<file path="src/rtl/seq_load_sequencer_if.sv">
// Bundle of the request, AR and per-beat transaction-control channels of seq_load_sequencer.
// Modport master is the sequencer side; slave is the front-end / AXI / load-controller side.
interface seq_load_sequencer_if #(
  parameter int unsigned AxiDataWidth = 64,
  parameter int unsigned AxiAddrWidth = 32,
  parameter int unsigned LenWidth     = 16
);
  localparam int unsigned BusNSize = $clog2(AxiDataWidth / 4);
  localparam int unsigned BeatW    = LenWidth - BusNSize + 1;

  logic                    req_valid_i;
  logic                    req_ready_o;
  logic [AxiAddrWidth:0]   req_addr_i;
  logic [LenWidth-1:0]     req_nbs_i;

  logic                    ar_valid_o;
  logic                    ar_ready_i;
  logic [AxiAddrWidth-1:0] ar_addr_o;
  logic [7:0]              ar_len_o;

  logic                    txn_ctrl_valid_o;
  logic                    txn_ctrl_ready_i;
  logic [AxiAddrWidth:0]   txn_ctrl_addr_o;
  logic                    txn_ctrl_isHead_o;
  logic [BeatW-1:0]        txn_ctrl_rmnBeat_o;
  logic [BusNSize:0]       txn_ctrl_lbN_o;
  logic                    txn_ctrl_isFinalBeat_o;

  modport master (
    input  req_valid_i, req_addr_i, req_nbs_i, ar_ready_i, txn_ctrl_ready_i,
    output req_ready_o, ar_valid_o, ar_addr_o, ar_len_o,
           txn_ctrl_valid_o, txn_ctrl_addr_o, txn_ctrl_isHead_o,
           txn_ctrl_rmnBeat_o, txn_ctrl_lbN_o, txn_ctrl_isFinalBeat_o
  );

  modport slave (
    output req_valid_i, req_addr_i, req_nbs_i, ar_ready_i, txn_ctrl_ready_i,
    input  req_ready_o, ar_valid_o, ar_addr_o, ar_len_o,
           txn_ctrl_valid_o, txn_ctrl_addr_o, txn_ctrl_isHead_o,
           txn_ctrl_rmnBeat_o, txn_ctrl_lbN_o, txn_ctrl_isFinalBeat_o
  );
endinterface

</file>
<file path="src/rtl/seq_load_sequencer.sv">
// Splits one unit-stride nibble load request into AXI AR bursts and per-beat control records.
// Define SEQ_LOAD_4K_SPLIT_EN to keep every burst inside one 4 KiB page.
module seq_load_sequencer #(
  parameter int unsigned AxiDataWidth  = 64,
  parameter int unsigned AxiAddrWidth  = 32,
  parameter int unsigned LenWidth      = 16,
  parameter int unsigned MaxBurstBeats = 16
) (
  input  logic                 clk_i,
  input  logic                 rst_i,
  seq_load_sequencer_if.master bus,
  output logic [1:0]           dbg_state_o
);
  localparam int unsigned BusNibbles = AxiDataWidth / 4;
  localparam int unsigned BusNSize   = $clog2(BusNibbles);
  localparam int unsigned ByteOff    = $clog2(AxiDataWidth / 8);
  localparam int unsigned BeatW      = LenWidth - BusNSize + 1;

  typedef logic [AxiAddrWidth:0]   naddr_t;
  typedef logic [AxiAddrWidth-1:0] baddr_t;
  typedef logic [LenWidth:0]       span_t;
  typedef logic [BeatW-1:0]        beat_t;
  typedef logic [BusNSize:0]       lbn_t;

  // Handshake rule for both output channels: a transfer happens on a rising clk_i edge
  // where valid && ready; valid and payload are held stable from assertion until that
  // edge, and valid is a register output that never looks at ready.
  typedef enum logic [1:0] {S_IDLE = 2'd0, S_RUN = 2'd1, S_DRAIN = 2'd2} state_e;

  state_e state_q, state_d;
  baddr_t ar_addr_q;
  beat_t  ar_rmn_q;
  logic   ar_valid_q;
  naddr_t beat_addr_q;
  beat_t  beat_rmn_q;
  logic   txn_valid_q;
  logic   is_head_q;
  lbn_t   lbn_q;

  logic                accept, ar_hs, txn_hs, ar_last, ar_done_nx, beat_done_nx;
  logic [BusNSize-1:0] off;
  span_t               span, span_m1;
  beat_t               tot_beats;
  lbn_t                lbn_nx;
  baddr_t              ar_start;
  naddr_t              beat_next;
  logic [31:0]         bb;

  assign accept    = (state_q == S_IDLE) && bus.req_valid_i;
  assign off       = bus.req_addr_i[BusNSize-1:0];
  assign span      = {1'b0, bus.req_nbs_i} + span_t'(off);
  assign span_m1   = span - span_t'(1);
  assign tot_beats = beat_t'((span + span_t'(BusNibbles - 1)) >> BusNSize);
  assign lbn_nx    = {1'b0, span_m1[BusNSize-1:0]} + lbn_t'(1);
  assign ar_start  = {bus.req_addr_i[AxiAddrWidth:ByteOff+1], {ByteOff{1'b0}}};
  assign beat_next = {beat_addr_q[AxiAddrWidth:BusNSize], {BusNSize{1'b0}}} + naddr_t'(BusNibbles);

`ifdef SEQ_LOAD_4K_SPLIT_EN
  logic [31:0] page_beats;
  // ar_addr_q is always bus-aligned, so this division is exact.
  assign page_beats = 32'((13'h1000 - {1'b0, ar_addr_q[11:0]}) >> ByteOff);
`endif

  always_comb begin
    bb = 32'(ar_rmn_q);
    if (bb > MaxBurstBeats) bb = MaxBurstBeats;
`ifdef SEQ_LOAD_4K_SPLIT_EN
    if (bb > page_beats) bb = page_beats;
`endif
  end

  assign ar_hs        = ar_valid_q && bus.ar_ready_i;
  assign txn_hs       = txn_valid_q && bus.txn_ctrl_ready_i;
  assign ar_last      = (32'(ar_rmn_q) == bb);
  assign ar_done_nx   = !ar_valid_q || (ar_hs && ar_last);
  assign beat_done_nx = !txn_valid_q || (txn_hs && (beat_rmn_q == '0));

  always_comb begin
    state_d = state_q;
    unique case (state_q)
      S_IDLE:  if (bus.req_valid_i) state_d = S_RUN;
      S_RUN: begin
        if (ar_done_nx && beat_done_nx) state_d = S_IDLE;
        else if (ar_done_nx)            state_d = S_DRAIN;
      end
      S_DRAIN: if (beat_done_nx) state_d = S_IDLE;
      default: state_d = S_IDLE;
    endcase
  end

  always_ff @(posedge clk_i) begin
    if (rst_i) begin
      state_q     <= S_IDLE;
      ar_addr_q   <= '0;
      ar_rmn_q    <= '0;
      ar_valid_q  <= 1'b0;
      beat_addr_q <= '0;
      beat_rmn_q  <= '0;
      txn_valid_q <= 1'b0;
      is_head_q   <= 1'b0;
      lbn_q       <= '0;
    end else begin
      state_q <= state_d;
      if (accept) begin
        ar_addr_q   <= ar_start;
        ar_rmn_q    <= tot_beats;
        ar_valid_q  <= 1'b1;
        beat_addr_q <= bus.req_addr_i;
        beat_rmn_q  <= tot_beats - beat_t'(1);
        txn_valid_q <= 1'b1;
        is_head_q   <= 1'b1;
        lbn_q       <= lbn_nx;
      end else begin
        if (ar_hs) begin
          ar_addr_q <= ar_addr_q + (baddr_t'(bb) << ByteOff);
          ar_rmn_q  <= ar_rmn_q - beat_t'(bb);
          if (ar_last) ar_valid_q <= 1'b0;
        end
        if (txn_hs) begin
          beat_addr_q <= beat_next;
          beat_rmn_q  <= beat_rmn_q - beat_t'(1);
          is_head_q   <= 1'b0;
          if (beat_rmn_q == '0) txn_valid_q <= 1'b0;
        end
      end
    end
  end

  // A zero-length request has no meaningful beat count.
  always_ff @(posedge clk_i) begin
    if (!rst_i && accept) assert (bus.req_nbs_i != '0);
  end

  assign bus.req_ready_o            = (state_q == S_IDLE);
  assign bus.ar_valid_o             = ar_valid_q;
  assign bus.ar_addr_o              = ar_addr_q;
  assign bus.ar_len_o               = ar_valid_q ? 8'(bb - 32'd1) : 8'd0;
  assign bus.txn_ctrl_valid_o       = txn_valid_q;
  assign bus.txn_ctrl_addr_o        = beat_addr_q;
  assign bus.txn_ctrl_isHead_o      = is_head_q;
  assign bus.txn_ctrl_rmnBeat_o     = beat_rmn_q;
  assign bus.txn_ctrl_lbN_o         = lbn_q;
  assign bus.txn_ctrl_isFinalBeat_o = txn_valid_q && (beat_rmn_q == '0);
  assign dbg_state_o                = state_q;
endmodule

</file>
<file path="src/flat_wrapper.sv">
// flat-port wrapper written by rule: the top's interface ports become plain ports
module seq_load_sequencer_flat 
#(
  parameter int unsigned AxiDataWidth  = 64,
  parameter int unsigned AxiAddrWidth  = 32,
  parameter int unsigned LenWidth      = 16,
  parameter int unsigned MaxBurstBeats = 16
)
  (clk_i, rst_i, dbg_state_o, bus_req_valid_i, bus_req_addr_i, bus_req_nbs_i, bus_ar_ready_i, bus_txn_ctrl_ready_i, bus_req_ready_o, bus_ar_valid_o, bus_ar_addr_o, bus_ar_len_o, bus_txn_ctrl_valid_o, bus_txn_ctrl_addr_o, bus_txn_ctrl_isHead_o, bus_txn_ctrl_rmnBeat_o, bus_txn_ctrl_lbN_o, bus_txn_ctrl_isFinalBeat_o);
  seq_load_sequencer_if #(.AxiDataWidth(AxiDataWidth), .AxiAddrWidth(AxiAddrWidth), .LenWidth(LenWidth)) bus_i ();
  input  logic clk_i;
  input  logic rst_i;
  output logic [1:0] dbg_state_o;
  input wire logic [$bits(bus_i.req_valid_i)-1:0] bus_req_valid_i;
  input wire logic [$bits(bus_i.req_addr_i)-1:0] bus_req_addr_i;
  input wire logic [$bits(bus_i.req_nbs_i)-1:0] bus_req_nbs_i;
  input wire logic [$bits(bus_i.ar_ready_i)-1:0] bus_ar_ready_i;
  input wire logic [$bits(bus_i.txn_ctrl_ready_i)-1:0] bus_txn_ctrl_ready_i;
  output wire logic [$bits(bus_i.req_ready_o)-1:0] bus_req_ready_o;
  output wire logic [$bits(bus_i.ar_valid_o)-1:0] bus_ar_valid_o;
  output wire logic [$bits(bus_i.ar_addr_o)-1:0] bus_ar_addr_o;
  output wire logic [$bits(bus_i.ar_len_o)-1:0] bus_ar_len_o;
  output wire logic [$bits(bus_i.txn_ctrl_valid_o)-1:0] bus_txn_ctrl_valid_o;
  output wire logic [$bits(bus_i.txn_ctrl_addr_o)-1:0] bus_txn_ctrl_addr_o;
  output wire logic [$bits(bus_i.txn_ctrl_isHead_o)-1:0] bus_txn_ctrl_isHead_o;
  output wire logic [$bits(bus_i.txn_ctrl_rmnBeat_o)-1:0] bus_txn_ctrl_rmnBeat_o;
  output wire logic [$bits(bus_i.txn_ctrl_lbN_o)-1:0] bus_txn_ctrl_lbN_o;
  output wire logic [$bits(bus_i.txn_ctrl_isFinalBeat_o)-1:0] bus_txn_ctrl_isFinalBeat_o;
  assign bus_i.req_valid_i = bus_req_valid_i;
  assign bus_i.req_addr_i = bus_req_addr_i;
  assign bus_i.req_nbs_i = bus_req_nbs_i;
  assign bus_i.ar_ready_i = bus_ar_ready_i;
  assign bus_i.txn_ctrl_ready_i = bus_txn_ctrl_ready_i;
  assign bus_req_ready_o = bus_i.req_ready_o;
  assign bus_ar_valid_o = bus_i.ar_valid_o;
  assign bus_ar_addr_o = bus_i.ar_addr_o;
  assign bus_ar_len_o = bus_i.ar_len_o;
  assign bus_txn_ctrl_valid_o = bus_i.txn_ctrl_valid_o;
  assign bus_txn_ctrl_addr_o = bus_i.txn_ctrl_addr_o;
  assign bus_txn_ctrl_isHead_o = bus_i.txn_ctrl_isHead_o;
  assign bus_txn_ctrl_rmnBeat_o = bus_i.txn_ctrl_rmnBeat_o;
  assign bus_txn_ctrl_lbN_o = bus_i.txn_ctrl_lbN_o;
  assign bus_txn_ctrl_isFinalBeat_o = bus_i.txn_ctrl_isFinalBeat_o;
  seq_load_sequencer #(.AxiDataWidth(AxiDataWidth), .AxiAddrWidth(AxiAddrWidth), .LenWidth(LenWidth), .MaxBurstBeats(MaxBurstBeats)) u_core (.clk_i(clk_i), .rst_i(rst_i), .bus(bus_i), .dbg_state_o(dbg_state_o));
endmodule
</file>
<file path="config.mk">
export PLATFORM = sky130hd
export DESIGN_NAME = seq_load_sequencer_flat
export DESIGN_NICKNAME = d
export VERILOG_FILES = /design/src/rtl/seq_load_sequencer_if.sv /design/src/rtl/seq_load_sequencer.sv /design/src/flat_wrapper.sv
export SDC_FILE = /design/constraint.sdc
export NUM_CORES = 1
export LEC_CHECK = 0
export ABC_AREA = 1
export CAP_MARGIN = 20
export CORE_MARGIN = 4
export CORE_UTILIZATION = 53
export DETAILED_ROUTE_END_ITERATION = 6
export PLACE_DENSITY = 0.82
export RECOVER_POWER = 25
export SKIP_LAST_GASP = 1
export SLEW_MARGIN = 15
export SYNTH_ARGS = -nofsm -noshare
export SYNTH_HDL_FRONTEND = slang
export SYNTH_SLANG_ARGS = --single-unit
</file>
<file path="constraint.sdc">
create_clock -name clk_i -period 4.3 [get_ports clk_i]
set_input_delay 1.075 -clock clk_i [delete_from_list [all_inputs] [get_ports clk_i]]
set_output_delay 1.075 -clock clk_i [all_outputs]
set_load 0.005 [all_outputs]
</file>
# Yosys cells after proc, flatten, opt, wreduce, memory -nomap -nowiden
# Index checks and enable logic that the tools add are counted.
word_totals:
  output_inout_bits: 98
  in_bits: 54
  elab_cells: 71
  ff_bits: 101
classes:
  n_addsub: 10
  magnitude_cmp: 1
  reduce_logical: 21
  n_eq_ne: 6
  n_mux: 23
op_table:
  columns: ["cell", "count"]
  rows:
  - ["$mux W33", 2]
  - ["$mux W13", 5]
  - ["$mux W32", 2]
  - ["$add A33 B5 Y33 const B", 1]
  - ["$add A32 B16 Y32", 1]
  - ["$sub A13 B1 Y13 const B", 2]
  - ["$add A16 B4 Y17", 1]
  - ["$add A17 B4 Y17 const B", 1]
  - ["$eq A13 B13 Y1", 1]
  - ["$gt A13 B5 Y1 const B", 1]
  - ["$logic_not A13 Y1", 1]
  - ["$sub A13 B13 Y13", 1]
  - ["$mux W1", 8]
  - ["$mux W2", 4]
  - ["$mux W8", 1]
  - ["$reduce_bool A2 Y1", 4]
  - ["$sub A8 B1 Y8 const B", 1]
  - ["$logic_and A1 B1 Y1", 7]
  - ["$pmux W2 S3", 1]
  - ["$add A4 B1 Y5 const B", 1]
  - ["$reduce_and A2 Y1", 2]
  - ["$sub A4 B1 Y4 const B", 1]
  - ["$ne A3 B1 Y1 const B", 1]
  - ["$reduce_and A3 Y1", 1]
  - ["8 further kinds", 10]

# Depth between registers and ports, before layout
depth:
  word_depth: 8
  depth_mapped: 24

# Least setup slack after synthesis
# Ideal clock, no wire load.
synth_path:
  kind: "input -> register"
  startpoint: "in bus_req_nbs_i[0]"
  endpoint: "reg u_core.beat_rmn_q[10], in the netlist u_core.bus.txn_ctrl_rmnBeat_o[10]"
  cell_stages: 21
  setup_time_ns: 0.114
  t_arrival_ns: 3.469
  path_slack_ns: 0.717
  required_ns: 4.186
  cell_sequence: "ha_1 -> inv_1 -> fa_1 -> nand2_1 -> nor2_1 -> nand3_4 -> nor2_1 -> nor2_1 -> nand2_1 -> o21ai_0 -> inv_1 -> ha_1 -> nand3_1 -> nor2_2 -> nand2_2 -> nor2_4 -> nand2_2 -> o21ai_1 -> nand2_1 -> o21bai_1 -> inv_1"
synth_between:
  elab_chain_len: 4
synth_lines:
  columns: ["element", "line_no", "rtl"]
  rows:
  - ["start: declaration", "flat_wrapper.sv:16", "input wire logic [$bits(bus_i.req_nbs_i)-1:0] bus_req_nbs_i;"]
  - ["$add A16 B4 Y17", "seq_load_sequencer.sv:51", "assign span = {1'b0, bus.req_nbs_i} + span_t'(off);"]
  - ["$add A17 B4 Y17", "seq_load_sequencer.sv:53", "assign tot_beats = beat_t'((span + span_t'(BusNibbles - 1)) >> BusNSize);"]
  - ["$sub A13 B1 Y13", "seq_load_sequencer.sv:109", "beat_rmn_q <= tot_beats - beat_t'(1);"]
  - ["$mux W13", "seq_load_sequencer.sv:104", "if (accept) begin"]
  - ["end signal: assignment", "seq_load_sequencer.sv:109", null]
  - ["end signal: assignment", "seq_load_sequencer.sv:121", "beat_rmn_q <= beat_rmn_q - beat_t'(1);"]
  - ["end: declaration", "seq_load_sequencer.sv:35", "beat_t beat_rmn_q;"]
# Every way passes these cells.
# A chain may end at the register's enable or synchronous reset.

# Worst setup path after layout
layout_path:
  startpoint: "in bus_req_addr_i[0]"
  endpoint: "reg u_core.beat_rmn_q[10], in the netlist u_core.bus.txn_ctrl_rmnBeat_o[10]"
layout_between:
  elab_chain_len: 4
layout_lines:
  columns: ["element", "line_no", "rtl"]
  rows:
  - ["start: declaration", "flat_wrapper.sv:15", "input wire logic [$bits(bus_i.req_addr_i)-1:0] bus_req_addr_i;"]
  - ["$add A16 B4 Y17", "seq_load_sequencer.sv:51", null]
  - ["$add A17 B4 Y17", "seq_load_sequencer.sv:53", null]
  - ["$sub A13 B1 Y13", "seq_load_sequencer.sv:109", null]
  - ["$mux W13", "seq_load_sequencer.sv:104", null]
# Every way passes these cells.

==> impl_metrics.py <==
metrics = {
    "run_status": {
        "status": "completed",
    },
    "detailed_routing": {
        "drcViolationCount": 0,
        "routed_wl_um": 22000,
        "dr.pass1.iters": 7,
        "via_count": 8225,
        "drt-initial-drc-count": 695,
        "ant_nets": 0,
        "viasPerCell": 5.66,
        "wl_per_cell_um": 15.2,
    },
    "placed_design": {
        "portBuffers": 148,
        "place_congestion": 0.932,
        "dp.cells": 1437,
        "dp.final_hpwl_um": 16800,
        "dp_slack_ps": 4.55,
    },
    "setup_path": {
        "reg2reg_from": "u_core.ar_rmn_q[5]",
        "critPathCaptureType": "flop",
        "ff2ff_setup_slack_ps": 570,
        "critical_path_arrival_ps": 4190,
        "crit_fanout": 5,
        "start_kind": "input pin",
        "rr_worst_depth": 23,
        "crit_type": "in2reg",
        "cp.required_ps": 4550,
        "r2r-end": "u_core.bus.ar_addr_o[31]",
    },
    "synth": {
        "synth_area_leader_cell": "dfxtp_1",
        "yosysTopAreaCellShare_pct": 27.0,
        "yosysSeqAreaShare_pct": 27.0,
        "synth_area_leaders": "dfxtp_1 27%, nand2_1 12%, inv_1 8.0%, o21ai_0 7.4%, nand3_1 5.5%",
        "ys_ff_latch": 98,
        "syn-instance-count": 1132,
        "ys_types": 53,
        "synth_edf_count": 0,
        "avgSynthCellArea_um2": 6.41,
        "synthFlopType": "dfxtp_1",
        "yosysWarnings": 0,
        "synth_area_um2": 7260,
        "synthArstFlopShare_pct": 0,
    },
    "floorplan": {
        "fp-row-count": 42,
        "io-pin-count": 152,
        "die_h_um": 125,
        "coreArea_um2": 13300,
        "start_util_pct": 54.4,
        "die_w_um": 125,
        "fp.dieArea_um2": 15600,
    },
    "worst_hold_path": {
        "min_path_cells": 2,
        "min_from": "u_core.bus.txn_ctrl_isHead_o",
        "min_to": "u_core.bus.txn_ctrl_isHead_o",
        "hp-class": "reg2reg",
    },
    "cells_and_area": {
        "fillCellCount": 1197,
        "final_nets": 1349,
        "drive_gt1_share_pct": 7.28,
        "multi_input_area_um2": 4550,
        "final_cell_mix": "239 x nand2_1, 153 x inv_1, 107 x o21ai_0, 106 x clkdlybuf4s50_1, 98 x dfxtp_1",
        "final_common_cell": "nand2_1",
        "layout.cells.non_filler": 1453,
        "n_antenna_cell": 0,
        "area_growth_pct": 26.8,
        "regArea_um2": 1960,
    },
    "grt": {
        "grt_pass1_vias": 7276,
        "grt.total_usage_pct": 27.2,
        "grt_pass1_wl_um": 35800,
        "grt_overflow": 0,
        "grt_max_degree": 68,
        "grt_antenna_before_repair": 0,
    },
    "clocking": {
        "cts_tree": "built",
        "ctsHoldBuffers": 0,
        "cts_setup_buffers": 0,
        "cts_max_level": 3,
        "cts_inserted_buffers": 9,
        "clk_pin_slew_ps": 70,
        "cts.sinks": 98,
        "cts_root_buf": "clkbuf_16",
        "clock_latency_ps": 350,
        "clockBufferDepth": 2,
        "cts-resized-gates": 0,
    },
    "sta": {
        "relSlewSlack_pct": 25.8,
        "fin_ws_ps": 354,
        "period_share_pct": 91.8,
        "setup_violations": 0,
        "period_needed_ps": 3950,
        "finalSetupTns_ps": 0,
        "grt_setup_unrepaired": "no",
        "tightest_slew_ps": 1110,
        "final_hold_viol_count": 0,
        "final.setup_skew_ps": 5.80,
        "drv_slew": 0,
        "fmaxAchievable_mhz": 253,
    },
    "power_and_ir_drop": {
        "finalPower_mw": 3.03,
        "internal-power_mw": 1.94,
        "netSwitchingFraction_pct": 36.2,
        "ir_drop_mv": 0.189,
        "p_clk_share_pct": 26.6,
        "powerDensity_nw_per_um2": 329,
        "combPwrFrac_pct": 35.8,
        "power_switching_mw": 1.10,
        "seq_power_share_pct": 37.6,
        "total_leakage_power_nw": 4.12,
    },
    "run": {
        "maxCapViolations": 0,
    },
}
-- through the flow --
stage          hold slack, ps  util, %  area (µm²)
6_report                  473     69.0        9210
5_1_grt                   509     69.0        9210
2_1_floorplan             462        -        7300
3_5_place_dp              467     66.9        8930
4_1_cts                   477     69.1        9220
3_3_place_gp              453     66.9        8930
-- Yosys cell counts, types with 4 or more instances --
cell type	number
nor3_1	22
nand3_1	80
nand3b_1	5
nand2_2	22
buf_2	7
inv_1	154
nor4_1	11
nand4_1	18
a31oi_1	56
xor2_1	17
clkbuf_1	28
o21ai_0	107
o21bai_1	5
a21oi_1	50
nor2_1	83
nand2_4	4
o211ai_1	7
buf_1	4
ha_1	21
nor2_4	5
dfxtp_1	98
xnor2_1	8
o21ai_1	4
nor2_2	9
a221oi_1	10
or2_2	5
nand2_1	239
nand3_2	8
-- registers in the layout (all words and copies together) (netlist names) --
register / count
u_core.bus.ar_addr_o: 29
u_core.bus.txn_ctrl_isHead_o: 1
u_core.bus.txn_ctrl_valid_o: 1
u_core.bus.ar_valid_o: 1
u_core.ar_rmn_q: 13
u_core.bus.txn_ctrl_rmnBeat_o: 13
u_core.bus.txn_ctrl_lbN_o: 5
u_core.dbg_state_o: 2
u_core.bus.txn_ctrl_addr_o: 33
-- logic make-up after synthesis --
group	count (synthesis)	synth area share [%]
buffers and inverters	202	10.8
xor gates and xnor gates	25	3.02
other	2	0.103
and+or+nand+nor	522	34.0
DFF	98	27.0
AOI/OAI and AO/OA	260	20.9
adders and majority gates	23	4.17
-- power groups by stage --
stage	Sequential [mW]	Clock (mW)	Combinational (mW)
detailed placement	1.16	0	1.09
global route	1.15	0.854	1.21
CTS	1.14	0.821	1.10
finish	1.14	0.806	1.09
global placement	1.15	0	1.07
floorplan	1.13	0	0.667
-- worst max-delay path: stages --
cell and delay (ps):
clkdlybuf4s50_1 490, ha_1 180, inv_1 60, fa_1 500, nand2_1 60, nor2_1 180
nand3_4 130, nor2_1 110, nor2_1 50, nand2_1 100, o21ai_0 120, inv_1 80
ha_1 160, nand3_1 110, nor2_2 150, nand2_2 90, nor2_4 120, nand2_2 90
o21ai_1 130, nand2_1 60, o21bai_1 110, inv_1 50
-- worst max path at each step --
stage                            start                                 to  slack, ps  depth (start not counted)
detailed placement   bus_req_addr_i[0]  u_core.bus.txn_ctrl_rmnBeat_o[10]          5                         22
finish               bus_req_addr_i[0]  u_core.bus.txn_ctrl_rmnBeat_o[10]        350                         22
global placement     bus_req_addr_i[0]  u_core.bus.txn_ctrl_rmnBeat_o[10]        140                         22
floorplan             bus_req_nbs_i[0]  u_core.bus.txn_ctrl_rmnBeat_o[10]        720                         21
global route        u_core.ar_rmn_q[5]                    bus_ar_len_o[4]         40                         13
CTS                 u_core.ar_rmn_q[5]                    bus_ar_len_o[4]        360                         13
-- layer usage --
metal	GRT usage, %	wire (µm)
met5	0	0
met4	7.27	445
met3	6.70	2160
met2	42.5	9550
met1	37.7	9890
-- final cells by class --
cell class                      instances  share of cell area (%)
Timing Repair Buffer                  162                    17.3
Clock inverter                          5                   0.598
Multi-Input combinational cell        842                    49.4
Inverter                              159                    6.48
Tap cell                              176                    2.39
Sequential cell                        98                    21.3
Clock buffer                           11                    2.53
Note: power is estimated with default switching activity, not from simulation.
